## config.mk

```make
export PLATFORM = sky130hd
export DESIGN_NAME = pc_target_predictor
export DESIGN_NICKNAME = d
export VERILOG_FILES = /design/src/rtl/pc_target_predictor_pkg.sv /design/src/rtl/pc_target_predictor_sat_counter.sv /design/src/rtl/pc_target_predictor.sv
export SDC_FILE = /design/constraint.sdc
export NUM_CORES = 2
export LEC_CHECK = 0
export BUFFER_PORTS_ARGS = -buffer_cell sky130_fd_sc_hd__buf_4
export CORE_ASPECT_RATIO = 1.25
export CORE_MARGIN = 8
export CORE_UTILIZATION = 60
export DETAILED_ROUTE_END_ITERATION = 8
export GPL_TIMING_DRIVEN = 0
export HOLD_SLACK_MARGIN = 0.1
export PLACE_DENSITY = 0.87
export SLEW_MARGIN = 10
export SYNTH_ARGS = -nofsm -noshare
export SYNTH_HDL_FRONTEND = slang
export SYNTH_SLANG_ARGS = --single-unit
```

## constraint.sdc

```tcl
create_clock -name i_clk -period 53.3 [get_ports i_clk]
set_input_delay 5.33 -clock i_clk [delete_from_list [all_inputs] [get_ports i_clk]]
set_output_delay 5.33 -clock i_clk [all_outputs]
set_load 0.005 [all_outputs]
```

## src/rtl/pc_target_predictor_pkg.sv

```systemverilog
// Shared constants and helpers for the PC target predictor and its BTB.
package pc_target_predictor_pkg;

    localparam int unsigned PC_INC = 4;

    // Counter encodings are MSB-as-direction; derived per counter width.
    function automatic int unsigned weak_taken(input int unsigned w);
        return 32'd1 << (w - 1);
    endfunction

    function automatic int unsigned weak_not_taken(input int unsigned w);
        return (32'd1 << (w - 1)) - 32'd1;
    endfunction

    function automatic int unsigned idx_w(input int unsigned entries);
        return $clog2(entries);
    endfunction

endpackage

```

## src/rtl/pc_target_predictor_sat_counter.sv

```systemverilog
// Saturating up/down counter with synchronous load and asynchronous reset value.
module btb_sat_counter #(
    parameter int unsigned    W       = 2,
    parameter logic [W-1:0]   RST_VAL = '0
) (
    input  logic         i_clk,
    input  logic         i_rst,
    input  logic         i_inc,
    input  logic         i_dec,
    input  logic         i_load,
    input  logic [W-1:0] i_load_val,
    output logic [W-1:0] o_cnt
);
    logic [W-1:0] cnt_q, cnt_d;

    always_comb begin
        cnt_d = cnt_q;
        if (i_load) begin
            cnt_d = i_load_val;
        end else if (i_inc && !i_dec && cnt_q != '1) begin
            cnt_d = cnt_q + W'(1);
        end else if (i_dec && !i_inc && cnt_q != '0) begin
            cnt_d = cnt_q - W'(1);
        end
    end

    always_ff @(posedge i_clk or posedge i_rst) begin
        if (i_rst) cnt_q <= RST_VAL;
        else       cnt_q <= cnt_d;
    end

    assign o_cnt = cnt_q;
endmodule

```

## src/rtl/pc_target_predictor.sv

```systemverilog
// Execute-stage target computation plus a direct-mapped BTB with direction
// counters that feeds fetch predictions and flags execute-stage mispredicts.
module pc_target_predictor
    import pc_target_predictor_pkg::*;
#(
    parameter int unsigned PC_Width     = 32,
    parameter int unsigned immext_width = 32,
    parameter int unsigned BTB_Entries  = 16,
    parameter int unsigned Cnt_Width    = 2,
    parameter int unsigned Stat_Width   = 16
) (
    input  logic                    i_clk,
    input  logic                    i_rst,
    input  logic [PC_Width-1:0]     i_PC_F,
    output logic                    o_pred_taken_F,
    output logic [PC_Width-1:0]     o_pred_target_F,
    input  logic                    i_valid_E,
    input  logic [PC_Width-1:0]     i_PC_E,
    input  logic [immext_width-1:0] i_immExt_E,
    input  logic [immext_width-1:0] i_RS1_E,
    input  logic                    i_Jal_R_E,
    input  logic                    i_Jump_E,
    input  logic                    i_Branch_E,
    input  logic                    i_Branch_taken_E,
    input  logic                    i_pred_taken_E,
    input  logic [PC_Width-1:0]     i_pred_target_E,
    output logic [PC_Width-1:0]     o_PC_target_E,
    output logic                    o_mispredict_E,
    output logic [PC_Width-1:0]     o_PC_redirect_E,
    output logic [Stat_Width-1:0]   o_ctrl_count,
    output logic [Stat_Width-1:0]   o_mispredict_count
);
    localparam int unsigned IDXW = idx_w(BTB_Entries);
    localparam int unsigned TAGW = PC_Width - IDXW - 2;
    localparam logic [Cnt_Width-1:0] WEAK_TAKEN     = Cnt_Width'(weak_taken(Cnt_Width));
    localparam logic [Cnt_Width-1:0] WEAK_NOT_TAKEN = Cnt_Width'(weak_not_taken(Cnt_Width));

    logic [BTB_Entries-1:0]                valid_q, valid_d;
    logic [BTB_Entries-1:0]                jump_q, jump_d;
    logic [BTB_Entries-1:0][TAGW-1:0]      tag_q, tag_d;
    logic [BTB_Entries-1:0][PC_Width-1:0]  target_q, target_d;
    logic [BTB_Entries-1:0][Cnt_Width-1:0] cnt;
    logic [BTB_Entries-1:0]                cnt_inc, cnt_dec, cnt_load;

    logic [IDXW-1:0]     idx_f, idx_e;
    logic [TAGW-1:0]     tag_f, tag_e;
    logic                hit_f, hit_e;
    logic [PC_Width-1:0] base_e, pc_target, pc_plus4;
    logic                act_taken, ctrl;
    logic                unused_pc_f_lo;

    assign unused_pc_f_lo = ^i_PC_F[1:0];

    // Target computation
    assign base_e        = i_Jal_R_E ? i_RS1_E : i_PC_E;
    assign pc_target     = (base_e + i_immExt_E) & ~PC_Width'(i_Jal_R_E);
    assign pc_plus4      = i_PC_E + PC_Width'(PC_INC);
    assign o_PC_target_E = pc_target;

    // Fetch lookup reads pre-edge contents; no bypass from the execute update.
    assign idx_f           = i_PC_F[IDXW+1:2];
    assign tag_f           = i_PC_F[PC_Width-1:IDXW+2];
    assign hit_f           = valid_q[idx_f] && (tag_q[idx_f] == tag_f);
    assign o_pred_taken_F  = hit_f && (jump_q[idx_f] || cnt[idx_f][Cnt_Width-1]);
    assign o_pred_target_F = o_pred_taken_F ? target_q[idx_f] : '0;

    // Resolution
    assign idx_e     = i_PC_E[IDXW+1:2];
    assign tag_e     = i_PC_E[PC_Width-1:IDXW+2];
    assign hit_e     = valid_q[idx_e] && (tag_q[idx_e] == tag_e);
    assign ctrl      = i_valid_E && (i_Jump_E || i_Branch_E);
    assign act_taken = i_Jump_E || (i_Branch_E && i_Branch_taken_E);

    assign o_mispredict_E  = i_valid_E && ((i_pred_taken_E != act_taken) ||
                             (act_taken && (i_pred_target_E != pc_target)));
    assign o_PC_redirect_E = act_taken ? pc_target : pc_plus4;

    always_comb begin
        valid_d  = valid_q;
        jump_d   = jump_q;
        tag_d    = tag_q;
        target_d = target_q;
        cnt_inc  = '0;
        cnt_dec  = '0;
        cnt_load = '0;
        if (ctrl) begin
            if (hit_e) begin
                cnt_inc[idx_e] = act_taken;
                cnt_dec[idx_e] = !act_taken;
                if (act_taken) begin
                    target_d[idx_e] = pc_target;
                    jump_d[idx_e]   = i_Jump_E;
                end
            end else if (act_taken) begin
                valid_d[idx_e]  = 1'b1;
                tag_d[idx_e]    = tag_e;
                target_d[idx_e] = pc_target;
                jump_d[idx_e]   = i_Jump_E;
                cnt_load[idx_e] = 1'b1;
            end
        end else if (i_valid_E && hit_e) begin
            // A non-control instruction hit the table: drop the stale alias.
            valid_d[idx_e] = 1'b0;
        end
    end

    always_ff @(posedge i_clk or posedge i_rst) begin
        if (i_rst) begin
            valid_q  <= '0;
            jump_q   <= '0;
            tag_q    <= '0;
            target_q <= '0;
        end else begin
            valid_q  <= valid_d;
            jump_q   <= jump_d;
            tag_q    <= tag_d;
            target_q <= target_d;
        end
    end

    for (genvar g = 0; g < int'(BTB_Entries); g++) begin : g_dir_cnt
        btb_sat_counter #(.W(Cnt_Width), .RST_VAL(WEAK_NOT_TAKEN)) u_cnt (
            .i_clk      (i_clk),
            .i_rst      (i_rst),
            .i_inc      (cnt_inc[g]),
            .i_dec      (cnt_dec[g]),
            .i_load     (cnt_load[g]),
            .i_load_val (WEAK_TAKEN),
            .o_cnt      (cnt[g])
        );
    end

    btb_sat_counter #(.W(Stat_Width), .RST_VAL('0)) u_ctrl_stat (
        .i_clk      (i_clk),
        .i_rst      (i_rst),
        .i_inc      (ctrl),
        .i_dec      (1'b0),
        .i_load     (1'b0),
        .i_load_val ('0),
        .o_cnt      (o_ctrl_count)
    );

    btb_sat_counter #(.W(Stat_Width), .RST_VAL('0)) u_misp_stat (
        .i_clk      (i_clk),
        .i_rst      (i_rst),
        .i_inc      (o_mispredict_E),
        .i_dec      (1'b0),
        .i_load     (1'b0),
        .i_load_val ('0),
        .o_cnt      (o_mispredict_count)
    );
endmodule

```

==> run metrics <==
number of unique standard cell types used by synthesis 75; standard cell core area 88,230 µm²; met2 Use GR 0.6063; largest driver fanout on the critical path 10; Max Transition Viols Final 0; total length of routed wires 204,200 µm; unrepaired setup endpoints after global routing no; cell type contributing the most total cell area after synthesis dfrtp_1; Mapped Avg Cell Area 12.08 µm²; GR met1 Demand/Resource 0.4484; detailed-route vias per instance 7.232; transition time at the pin with the least slew margin 1435 ps; worst rel slew slack 0.04004; primary flip-flop cell chosen by synthesis mapping dfrtp_1; Clk Tree Root Cell clkbuf_16; Final Hold Violating Endpoints 0; hold buffer count at cts 0; cell type with the highest occurrence count on the critical path clkbuf_1; achievable clock frequency 0.05254 GHz; ANT nets after route 0; DPL Wire Length 143,700 µm; weighted congestion at the end of routability-driven global placement 1.043; number of search-and-repair iterations in the first detailed-routing pass 6; die extent in x 282.3 µm; routed length per placed instance 33.63 µm; std cell rows 122; pwr/cell area 41.15 nW/µm²; outcome complete, no violations; final setup violation count 0; Final Net Count 5,009; number of port buffers 286; crit path cell chain buf_4 > clkbuf_1 > clkbuf_1 > clkbuf_1 > inv_1 > o21ai_0 > ha_1 > clkbuf_1 > o211ai_1 > a21oi_1 > o21ai_0 > a211o_1 > clkbuf_1 > xnor2_1 > nor2_1 > nand4_1 > or4_1 > nor4_2 > buf_2 > nor2b_1 > buf_4; number of register bits inferred by synthesis 1,024; number of remaining DRC errors 0; Gates resized, CTS repair 0; violation count after the first detailed-route iteration 6,394; Worst-path clk slew 60 ps; number of nets in the synthesized netlist 4,610; clock tree from TritonCTS done; total CTS buffers 99; leak pwr 26.17 nW; signal arrival time at the worst endpoint 13,700 ps; antenna violations before repair 15; share of the cycle needed by the critical path after routing 0.3571; Most Crowded Layer GR met2; overall die area 98,500 µm²; portion of the post-synthesis area used by sequential elements 0.4821; main area contributors after synthesis dfrtp_1 (47%), mux4_2 (18%), mux2_2 (7.0%), o21ai_0 (5.9%), nand2_1 (4.8%); Critical Path Start Type primary input; total buffers and inverters traversed by the critical path 9; count of maximum capacitance violations 0; required time worst endpoint 47,970 ps; Overflow after GRT 0; CP max stage delay 1090 ps; endpoint kind of the worst setup timing path output pin; critical path's top delay family buffers and inverters; number of enable flip-flop cells after synthesis 0; worst supply voltage drop on vdd 0.00003023 V; core utilization of the finished layout 0.6847; wire length of the first global-routing pass 294,800 µm; Yosys warnings 0; post-synthesis cell count 4,404; count of vias placed by the detailed router 43,920; clk_lat worst skew 720 ps; cell area after synthesis 53,190 µm²; area share of the leading cell type in the synthesized netlist 0.4742; met3 usage 0.1978; Worst Path Class, Setup in2out; fraction of final layout cells with drive strength greater than 1 0.2700; final critical-path required period 19,030 ps; worst hold path type reg2reg; overall global routing resource usage 0.4119; number of global-route vias before repair 44,460; Max Clock Skew 43.51 ps; total negative setup slack 0 ps; number of sinks handled by clock tree synthesis 1,024; Layout area overhead 13.57%; fraction of synthesis flops using an asynchronous set or reset pin 1.000; starting utilization of the core area 0.6029; master of the slowest instance on the critical path clkbuf_1; number of primary I/O pins 298; worst-case clock buffer depth 3; post-CTS setup-driven buffer insertion count 0; number of H-tree branching levels 3; height of the die 348.9 µm; maximum number of pins on one net before global-route repair 125
==> per-layer routing <==
| metal | wire [µm] | vias to the layer above |
|---|---|---|
| li1 | - | 16860 |
| met1 | 61240 | 21560 |
| met2 | 89400 | 4161 |
| met3 | 31530 | 1328 |
| met4 | 21720 | 12 |
| met5 | 299 | - |
==> cells in the final DEF, fill, tap and decap left out, types with 18 or more instances in the layout <==
master	instances
a31oi_1	19
nand2_1	675
nor2b_1	41
clkbuf_8	18
buf_2	50
ha_1	37
o21ai_0	624
clkbuf_16	99
a21oi_1	66
nand3_1	56
xnor2_1	83
mux2_1	131
nand4_1	31
clkbuf_1	310
nor3_1	32
dfrtp_1	1008
mux4_2	427
buf_4	286
buf_1	45
inv_1	53
clkinv_2	24
o22ai_1	19
xor2_1	67
mux2_2	330
nor2_1	72
==> final timing paths <==
kind | to | start | slack [ps] | depth (start not counted)
hold reg to reg | target_q[423] | target_q[423] | 480 | 2
max in group asynchronous | target_q[295] | i_rst | 46630 | 5
hold / removal | target_q[423] | target_q[423] | 480 | 2
setup reg to reg | tag_q[234] | tag_q[317] | 47760 | 9
min in group asynchronous | tag_q[65] | i_rst | 4670 | 2
setup / recovery | o_mispredict_E | i_PC_E[3] | 34270 | 21
==> state kept, by name (all words and copies together) (netlist names), named ones only <==
register               count
g_dir_cnt.u_cnt.o_cnt     32
u_ctrl_stat.o_cnt         16
u_misp_stat.o_cnt         16
tag_q                    416
target_q                 512
jump_q                    16
==> logic make-up (layout without fill, tap and decap cells) <==
logic type                 count (synthesis)  count (layout)  synth area share
AOI/OAI and AO/OA                        836             836           0.08572
xor gates and xnor gates                 159             159           0.02806
adders and majority gates                 38              38          0.009080
buffers and inverters                    446             928           0.03253
DFF                                     1024            1024            0.4821
muxes                                    899             899            0.2805
other                                      0               8                 0
and+or+nand+nor                         1002            1002           0.08202
==> stage by stage <==
step	instances	cell area (µm²)	hold slack, ps	total power, mW	setup WS, ps
final	6072	60410	481.3	2.486	34270
after CTS	6063	60350	480.2	2.439	34980
after global placement	5868	56810	456.0	1.677	9245
after floorplan	4404	53190	440.4	1.487	19180
after global routing	6065	60390	496.9	2.552	34220
after detailed placement	5879	57120	459.7	1.722	35100
==> report_power, final <==
part / internal (mW) / switching, mW / leakage, nW / total [mW]
registers: 0.973 / 0.143 / 12.9 / 1.12
logic: 0.309 / 0.341 / 11.6 / 0.650
clock network: 0.394 / 0.325 / 1.59 / 0.720
==> cell type report <==
type | instances | area (µm²)
Tap cell | 1178 | 1474
Inverter | 55 | 214.0
Timing Repair Buffer | 298 | 2441
Fill cell | 6031 | 27820
Buffer | 391 | 1543
Antenna cell | 8 | 20.02
Sequential cell | 1024 | 25640
Clock inverter | 43 | 415.4
Multi-Input combinational cell | 2934 | 25840
Clock buffer | 141 | 2815
==> Yosys cell counts (41+ instances only) <==
master	number
nor2b_1	41
buf_1	54
nor2_1	74
mux2_2	330
xor2_1	68
xnor2_1	84
dfrtp_1	1008
nand3_1	56
o21ai_0	624
buf_2	45
inv_1	54
clkbuf_1	292
a21oi_1	66
mux4_2	427
nand2_1	675
mux2_1	131
==> worst register-to-register path, cell delays in order, from the launching register on <==
cell	delay, ps
dfrtp_1	420
mux4_2	500
mux4_2	520
xnor2_1	840
nand4_1	210
or4_1	680
nor4_4	590
nor2_1	540
clkbuf_1	630
mux2_2	480
Power figures use the tool's default switching activity.
